--- config.mk ---
export PLATFORM = sky130hd
export DESIGN_NAME = bat_input_ctrl
export DESIGN_NICKNAME = d
export VERILOG_FILES = /design/src/rtl/bat_input_ctrl.sv
export SDC_FILE = /design/constraint.sdc
export NUM_CORES = 1
export LEC_CHECK = 0
export BUFFER_PORTS_ARGS = -buffer_cell sky130_fd_sc_hd__buf_2
export CAP_MARGIN = 20
export CORE_MARGIN = 3
export CORE_UTILIZATION = 40
export CTS_CLUSTER_SIZE = 25
export DETAILED_ROUTE_END_ITERATION = 8
export PLACE_DENSITY_LB_ADDON = 0.08
export SYNTH_ARGS = -nofsm -noshare
export SYNTH_HDL_FRONTEND = slang
export SYNTH_SLANG_ARGS = --single-unit
--- constraint.sdc ---
create_clock -name fclk -period 5.53 [get_ports fclk]
set_input_delay 0.2765 -clock fclk [delete_from_list [all_inputs] [get_ports fclk]]
set_output_delay 0.2765 -clock fclk [all_outputs]
set_load 0.02 [all_outputs]
--- src/rtl/bat_input_ctrl.sv ---
// Per-bat input mapper: turns keyboard held-state events and absolute mouse
// position samples into a signed per-frame move for each bat. Moves are
// published once per frame, in the cycle after each vsync rising edge.
module bat_input_ctrl #(
  parameter int unsigned NUM_BATS      = 2,
  parameter int unsigned POS_W         = 8,
  parameter int unsigned MOVE_W        = 9,
  parameter int unsigned KEY_STEP      = 4,
  parameter int unsigned WARMUP_FRAMES = 7
) (
  input  logic                         fclk,
  input  logic                         game_reset,
  input  logic                         vsync,
  input  logic [NUM_BATS-1:0]          key_stb,
  input  logic [NUM_BATS-1:0]          key_up,
  input  logic [NUM_BATS-1:0]          key_dn,
  input  logic [NUM_BATS-1:0]          pos_stb,
  input  logic [NUM_BATS*POS_W-1:0]    pos_val,
  output logic                         frame_stb,
  output logic [NUM_BATS-1:0]          bat_human,
  output logic [NUM_BATS*MOVE_W-1:0]   bat_move
);

  typedef enum logic {ModeKey, ModeMouse} mode_e;

  localparam logic [MOVE_W-1:0] KeyStepPos = MOVE_W'(KEY_STEP);
  localparam logic [MOVE_W-1:0] KeyStepNeg = MOVE_W'(0) - MOVE_W'(KEY_STEP);

  // Signed add that clamps to the MOVE_W range instead of wrapping.
  function automatic logic [MOVE_W-1:0] sat_add(input logic [MOVE_W-1:0] a,
                                                input logic [MOVE_W-1:0] b);
    logic [MOVE_W:0] sum;
    sum = {a[MOVE_W-1], a} + {b[MOVE_W-1], b};
    if (sum[MOVE_W] != sum[MOVE_W-1]) begin
      // Overflow: the extra sign bit holds the true sign of the result.
      sat_add = sum[MOVE_W] ? {1'b1, {(MOVE_W-1){1'b0}}} : {1'b0, {(MOVE_W-1){1'b1}}};
    end else begin
      sat_add = sum[MOVE_W-1:0];
    end
  endfunction

  logic       prev_vsync_q;
  logic       tick;
  logic       frame_stb_q;
  logic [7:0] warmup_q, warmup_d;
  logic       warm;

  assign tick = vsync & ~prev_vsync_q;
  assign warm = (warmup_q == 8'd0);

  // Warmup counts down one step per frame tick and then sticks at zero.
  always_comb begin
    warmup_d = warmup_q;
    if (tick && !warm) begin
      warmup_d = warmup_q - 8'd1;
    end
  end

  // Frame edge detection and the shared warmup counter.
  always_ff @(posedge fclk or posedge game_reset) begin
    if (game_reset) begin
      prev_vsync_q <= 1'b1;
      frame_stb_q  <= 1'b0;
      warmup_q     <= 8'(WARMUP_FRAMES);
    end else begin
      prev_vsync_q <= vsync;
      frame_stb_q  <= tick;
      warmup_q     <= warmup_d;
    end
  end

  assign frame_stb = frame_stb_q;

  for (genvar g = 0; g < NUM_BATS; g++) begin : g_bat
    logic [POS_W-1:0]  pos_cur;
    logic [POS_W-1:0]  diff;
    logic [MOVE_W-1:0] delta;
    logic [MOVE_W-1:0] acc_sum;
    logic              accept;

    logic [MOVE_W-1:0] acc_q, acc_d;
    logic [POS_W-1:0]  prev_pos_q, prev_pos_d;
    logic [1:0]        held_q, held_d;
    mode_e             mode_q, mode_d;
    logic              human_q, human_d;
    logic [MOVE_W-1:0] move_q, move_d;

    assign pos_cur = pos_val[g*POS_W +: POS_W];
    // Modular difference, so a position wrap reads as a small step.
    assign diff    = pos_cur - prev_pos_q;
    assign delta   = {{(MOVE_W-POS_W){diff[POS_W-1]}}, diff};
    assign acc_sum = sat_add(acc_q, delta);
    assign accept  = pos_stb[g] & warm;

    // Apply key and mouse events, then publish and clear on a frame tick.
    always_comb begin
      acc_d      = acc_q;
      prev_pos_d = prev_pos_q;
      held_d     = held_q;
      mode_d     = mode_q;
      human_d    = human_q;
      move_d     = move_q;

      if (key_stb[g]) begin
        held_d = {key_up[g], key_dn[g]};
        mode_d = ModeKey;
        if (key_up[g] || key_dn[g]) begin
          human_d = 1'b1;
        end
      end

      if (pos_stb[g]) begin
        // Baseline is tracked even in warmup so the first live delta is sane.
        prev_pos_d = pos_cur;
        if (accept) begin
          acc_d   = acc_sum;
          mode_d  = ModeMouse;
          human_d = 1'b1;
        end
      end

      if (tick) begin
        // acc_d already folds in a coincident sample, so nothing is lost.
        if (mode_d == ModeMouse) begin
          move_d = acc_d;
        end else begin
          unique case (held_d)
            2'b10:   move_d = KeyStepPos;
            2'b01:   move_d = KeyStepNeg;
            default: move_d = '0;
          endcase
        end
        acc_d = '0;
      end
    end

    // Per-bat state registers.
    always_ff @(posedge fclk or posedge game_reset) begin
      if (game_reset) begin
        acc_q      <= '0;
        prev_pos_q <= '0;
        held_q     <= 2'b00;
        mode_q     <= ModeKey;
        human_q    <= 1'b0;
        move_q     <= '0;
      end else begin
        acc_q      <= acc_d;
        prev_pos_q <= prev_pos_d;
        held_q     <= held_d;
        mode_q     <= mode_d;
        human_q    <= human_d;
        move_q     <= move_d;
      end
    end

    assign bat_human[g]                = human_q;
    assign bat_move[g*MOVE_W +: MOVE_W] = move_q;
  end

endmodule

==> reports/summary.txt <==
Status: completed
Routed len/inst: 15.83 um
Hold Path Depth: 1
Number of global-route vias before repair: 3846
Max clock buf depth: 2
Simple-gate share of the synthesized area: 15.74%
Hold path start: vsync
Pleak: 2.457 nW
Number of max-cap violations: 0
Peak supply drop: 0.0001428 V
Synth Register Bits: 70
Grt total ovfl: 0
Antenna diodes: 0
Worst Path Required: 5710 ps
Routed Antenna Nets: 0
Final Core Density: 46.58%
Slew headroom: 38.47%
Synth Area in Compound Gates: 22.98%
Worst setup SP type: register
Max FO, Critical Path: 9
HPWL after DPL: 8317 um
Global-route wire length before repair: 19290 um
All-Layer GR Usage: 18.34%
Die Footprint: 0.01327 mm2
CTS HTree Levels: 3
Share of layout cells above drive strength 1: 17.61%
Worst Max-Slew Pin Slew: 923.0 ps
Core Footprint: 0.01152 mm2
Register area share after synthesis: 36.83%
Critical R2R Capture: g_bat[1].acc_q[2]
CTS tree: done
Fin crit period: 3805 ps
Vias: 3865
Synth cell types: 63
Largest net degree at the start of global routing: 71
GP Congestion: 0.8183
Initial antenna violation count: 0
Clock skew: 5.804 ps
Post-CTS setup buffer count: 0
Worst slack at placement: 1721 ps
# placed instances: 695
Iteration-0 DRC count of the detailed router: 207
Worst hold slack: 46.49 ps
Clock slew at reported path FFs: 50 ps
Layout fillers: 1113
R2r worst-path depth: 15
Num rows: 39
CP Class: reg2reg
Crit path DAT: 3980 ps
Post-synthesis cell area: 0.004770 mm2
Synthesized instance count: 525
NumNets Final: 631
Fin. max-slew vios: 0
Max Freq: 0.2628 GHz
Main combinational cell family by area after synthesis: compound AO/OA/AOI/OAI gates
Detailed Routing Iterations Pass 1: 4
Syn Nets: 593
Final WS setup: 1725 ps
Root buf cell: clkbuf_16
Mux cell area share after synthesis: 1.836%
Main flop type after synthesis: dfrtp_1
Layout area overhead: 12.46%
Critical Path Sink Type: register
Clock Latency Late Sink: 340 ps
R2R Setup Slk: 1720 ps
Worst min path class: in2reg
Multi-input gate area: 0.002734 mm2
Ports: 48
Initial Util: 41.42%
Hold endpoint: prev_vsync_q
Post-CTS resize count: 0
Synth Area in XOR/XNOR: 4.958%
RSZ-0062 raised after global routing: false
Cts hold-fix bufs: 0
CTS Buf Count: 9
Pwr Density: 404.3 mW/mm2
CTS Sinks: 70
Setup TNS: 0 ps
Die Y: 115.2 um
Final Cycle Share: 68.81%
Die W: 115.2 um
Vias/cell: 5.436
Port Buffers: 47
Synth Area per Inst: 9.085 um2
Total of warnings raised by yosys: 0
EDFF count, synth: 0
Final cell count without fillers: 711
Post-route DRC: 0
Final setup viols: 0
Reg2Reg Launch Point: g_bat[1].prev_pos_q[1]
Adder-cell share of the synthesized area: 11.80%
Fin. Hold Viols: 0
Routed WL: 11260 um
Register area: 0.001757 mm2
Async S/R FF share, synth: 100.0%
flip-flops by register name (all words and copies together) (netlist names):
name and cells:
prev_vsync_q 1, g_bat.move_q 18, frame_stb 1, g_bat.acc_q 18
g_bat.prev_pos_q 16, g_bat.held_q 4, g_bat.human_q 2, warmup_q 8
g_bat.mode_q 2
placed cells by master, fill, tap and decap left out, drive strengths merged, types with 3 or more instances in the layout:
| cell | synthesis | routed |
|---|---|---|
| a211oi | 10 | 10 |
| nor2 | 38 | 38 |
| nand2b | 11 | 11 |
| a21oi | 44 | 44 |
| o31ai | 5 | 5 |
| and3 | 4 | 4 |
| o221ai | 9 | 9 |
| nand2 | 54 | 54 |
| a22oi | 4 | 4 |
| nand3 | 10 | 10 |
| mux2 | 6 | 6 |
| ha | 37 | 37 |
| or3 | 4 | 4 |
| fa | 4 | 4 |
| nor2b | 6 | 6 |
| and2 | 3 | 3 |
| clkbuf | 9 | 12 |
| inv | 38 | 38 |
| xnor2 | 18 | 18 |
| nor3 | 6 | 6 |
| buf | 13 | 49 |
| dfstp | 4 | 4 |
| nand3b | 3 | 3 |
| a21o | 7 | 7 |
| o211ai | 8 | 8 |
| dfrtp | 66 | 66 |
| a31oi | 6 | 6 |
| nor4 | 4 | 4 |
| clkinv | 0 | 3 |
| xor2 | 9 | 9 |
| o21ai | 58 | 58 |
cell type report:
| type | count | share of cell area (%) |
|---|---|---|
| well taps | 143 | 3.336 |
| multi-input cells | 395 | 50.97 |
| clock inverters | 4 | 0.8397 |
| clock buffers | 12 | 4.782 |
| inverters | 38 | 2.659 |
| repair buffers | 49 | 4.665 |
| flip-flops and latches | 70 | 32.75 |
report_power, final:
group          total [mW]  switching, mW  leakage [nW]  internal, mW
Clock               0.587          0.216         0.152         0.371
Combinational       0.889          0.554          1.42         0.335
Sequential          0.692         0.0799         0.880         0.612
Total                2.17          0.850          2.46          1.32
synthesized netlist by cell type, types with 3 or more instances:
| cell | instances | share of area [%] |
|---|---|---|
| a211oi_1 | 8 | 1.3 |
| a21o_1 | 7 | 1.1 |
| a21oi_1 | 42 | 4.4 |
| a22oi_1 | 4 | 0.63 |
| a31oi_1 | 6 | 0.79 |
| and2_1 | 3 | 0.39 |
| and3_1 | 4 | 0.52 |
| buf_2 | 4 | 0.42 |
| buf_4 | 5 | 0.79 |
| buf_6 | 4 | 0.94 |
| clkbuf_1 | 9 | 0.71 |
| dfrtp_1 | 66 | 35 |
| dfstp_2 | 4 | 2.2 |
| fa_1 | 4 | 1.7 |
| ha_1 | 37 | 9.7 |
| inv_1 | 38 | 3.0 |
| mux2_2 | 6 | 1.4 |
| nand2_1 | 54 | 4.2 |
| nand2b_1 | 11 | 1.4 |
| nand3_1 | 8 | 0.84 |
| nand3b_1 | 3 | 0.47 |
| nor2_1 | 33 | 2.6 |
| nor2_2 | 5 | 0.66 |
| nor2b_1 | 6 | 0.79 |
| nor3_1 | 6 | 0.63 |
| o211ai_1 | 7 | 1.1 |
| o21ai_0 | 52 | 5.5 |
| o21ai_1 | 4 | 0.42 |
| o221ai_1 | 7 | 1.3 |
| o31ai_1 | 4 | 0.63 |
| or3_1 | 4 | 0.52 |
| xnor2_1 | 18 | 3.3 |
| xor2_1 | 9 | 1.7 |
worst max-delay path, cell delays in order, from the launching register on:
cell	delay, ps
dfrtp_1	360
inv_1	110
ha_1	240
nor2b_1	120
o21ai_0	180
a21boi_0	140
o21ai_0	230
a21oi_1	120
xnor2_1	250
ha_1	380
a21oi_1	340
o211ai_1	170
o221ai_2	430
nand3_2	180
a31oi_1	300
a211oi_1	110
per-layer routing:
layer | up-vias | share of wire, % | global-route usage, %
met4 | 0 | 1.7 | 7.042
li1 | 1942 | - | -
met5 | - | 0 | 0
met1 | 1815 | 52 | 27.87
met3 | 12 | 4.7 | 3.000
met2 | 96 | 42 | 25.93
kinds of logic (layout without fill, tap and decap cells):
kind of cell	after synthesis	count (layout)
XOR/XNOR	27	27
AO/OA/AOI/OAI	168	168
AND/OR/NAND/NOR	149	149
flip-flops	70	70
multiplexers	8	8
adder cells (fa/ha/maj)	43	43
buffers and inverters	60	103
through the flow:
step	instance area, um2	power [mW]
finish	5364	2.168
global route	5364	2.335
CTS	5364	2.185
detailed placement	5062	1.580
global placement	5062	1.570
floorplan	4770	1.382
worst max-delay path by stage:
stage,from,endpoint,slack (ps),depth (start not counted)
floorplan,g_bat[1].prev_pos_q[1],g_bat[1].acc_q[2],2350,16
global placement,pos_val[9],g_bat[1].acc_q[2],1730,15
detailed placement,pos_val[9],g_bat[1].acc_q[2],1720,15
CTS,g_bat[1].prev_pos_q[1],g_bat[1].acc_q[2],1710,15
global route,g_bat[1].prev_pos_q[1],g_bat[1].acc_q[2],1320,15
finish,g_bat[1].prev_pos_q[1],g_bat[1].acc_q[2],1720,15
No activity file was read; power rests on OpenSTA's default activity.
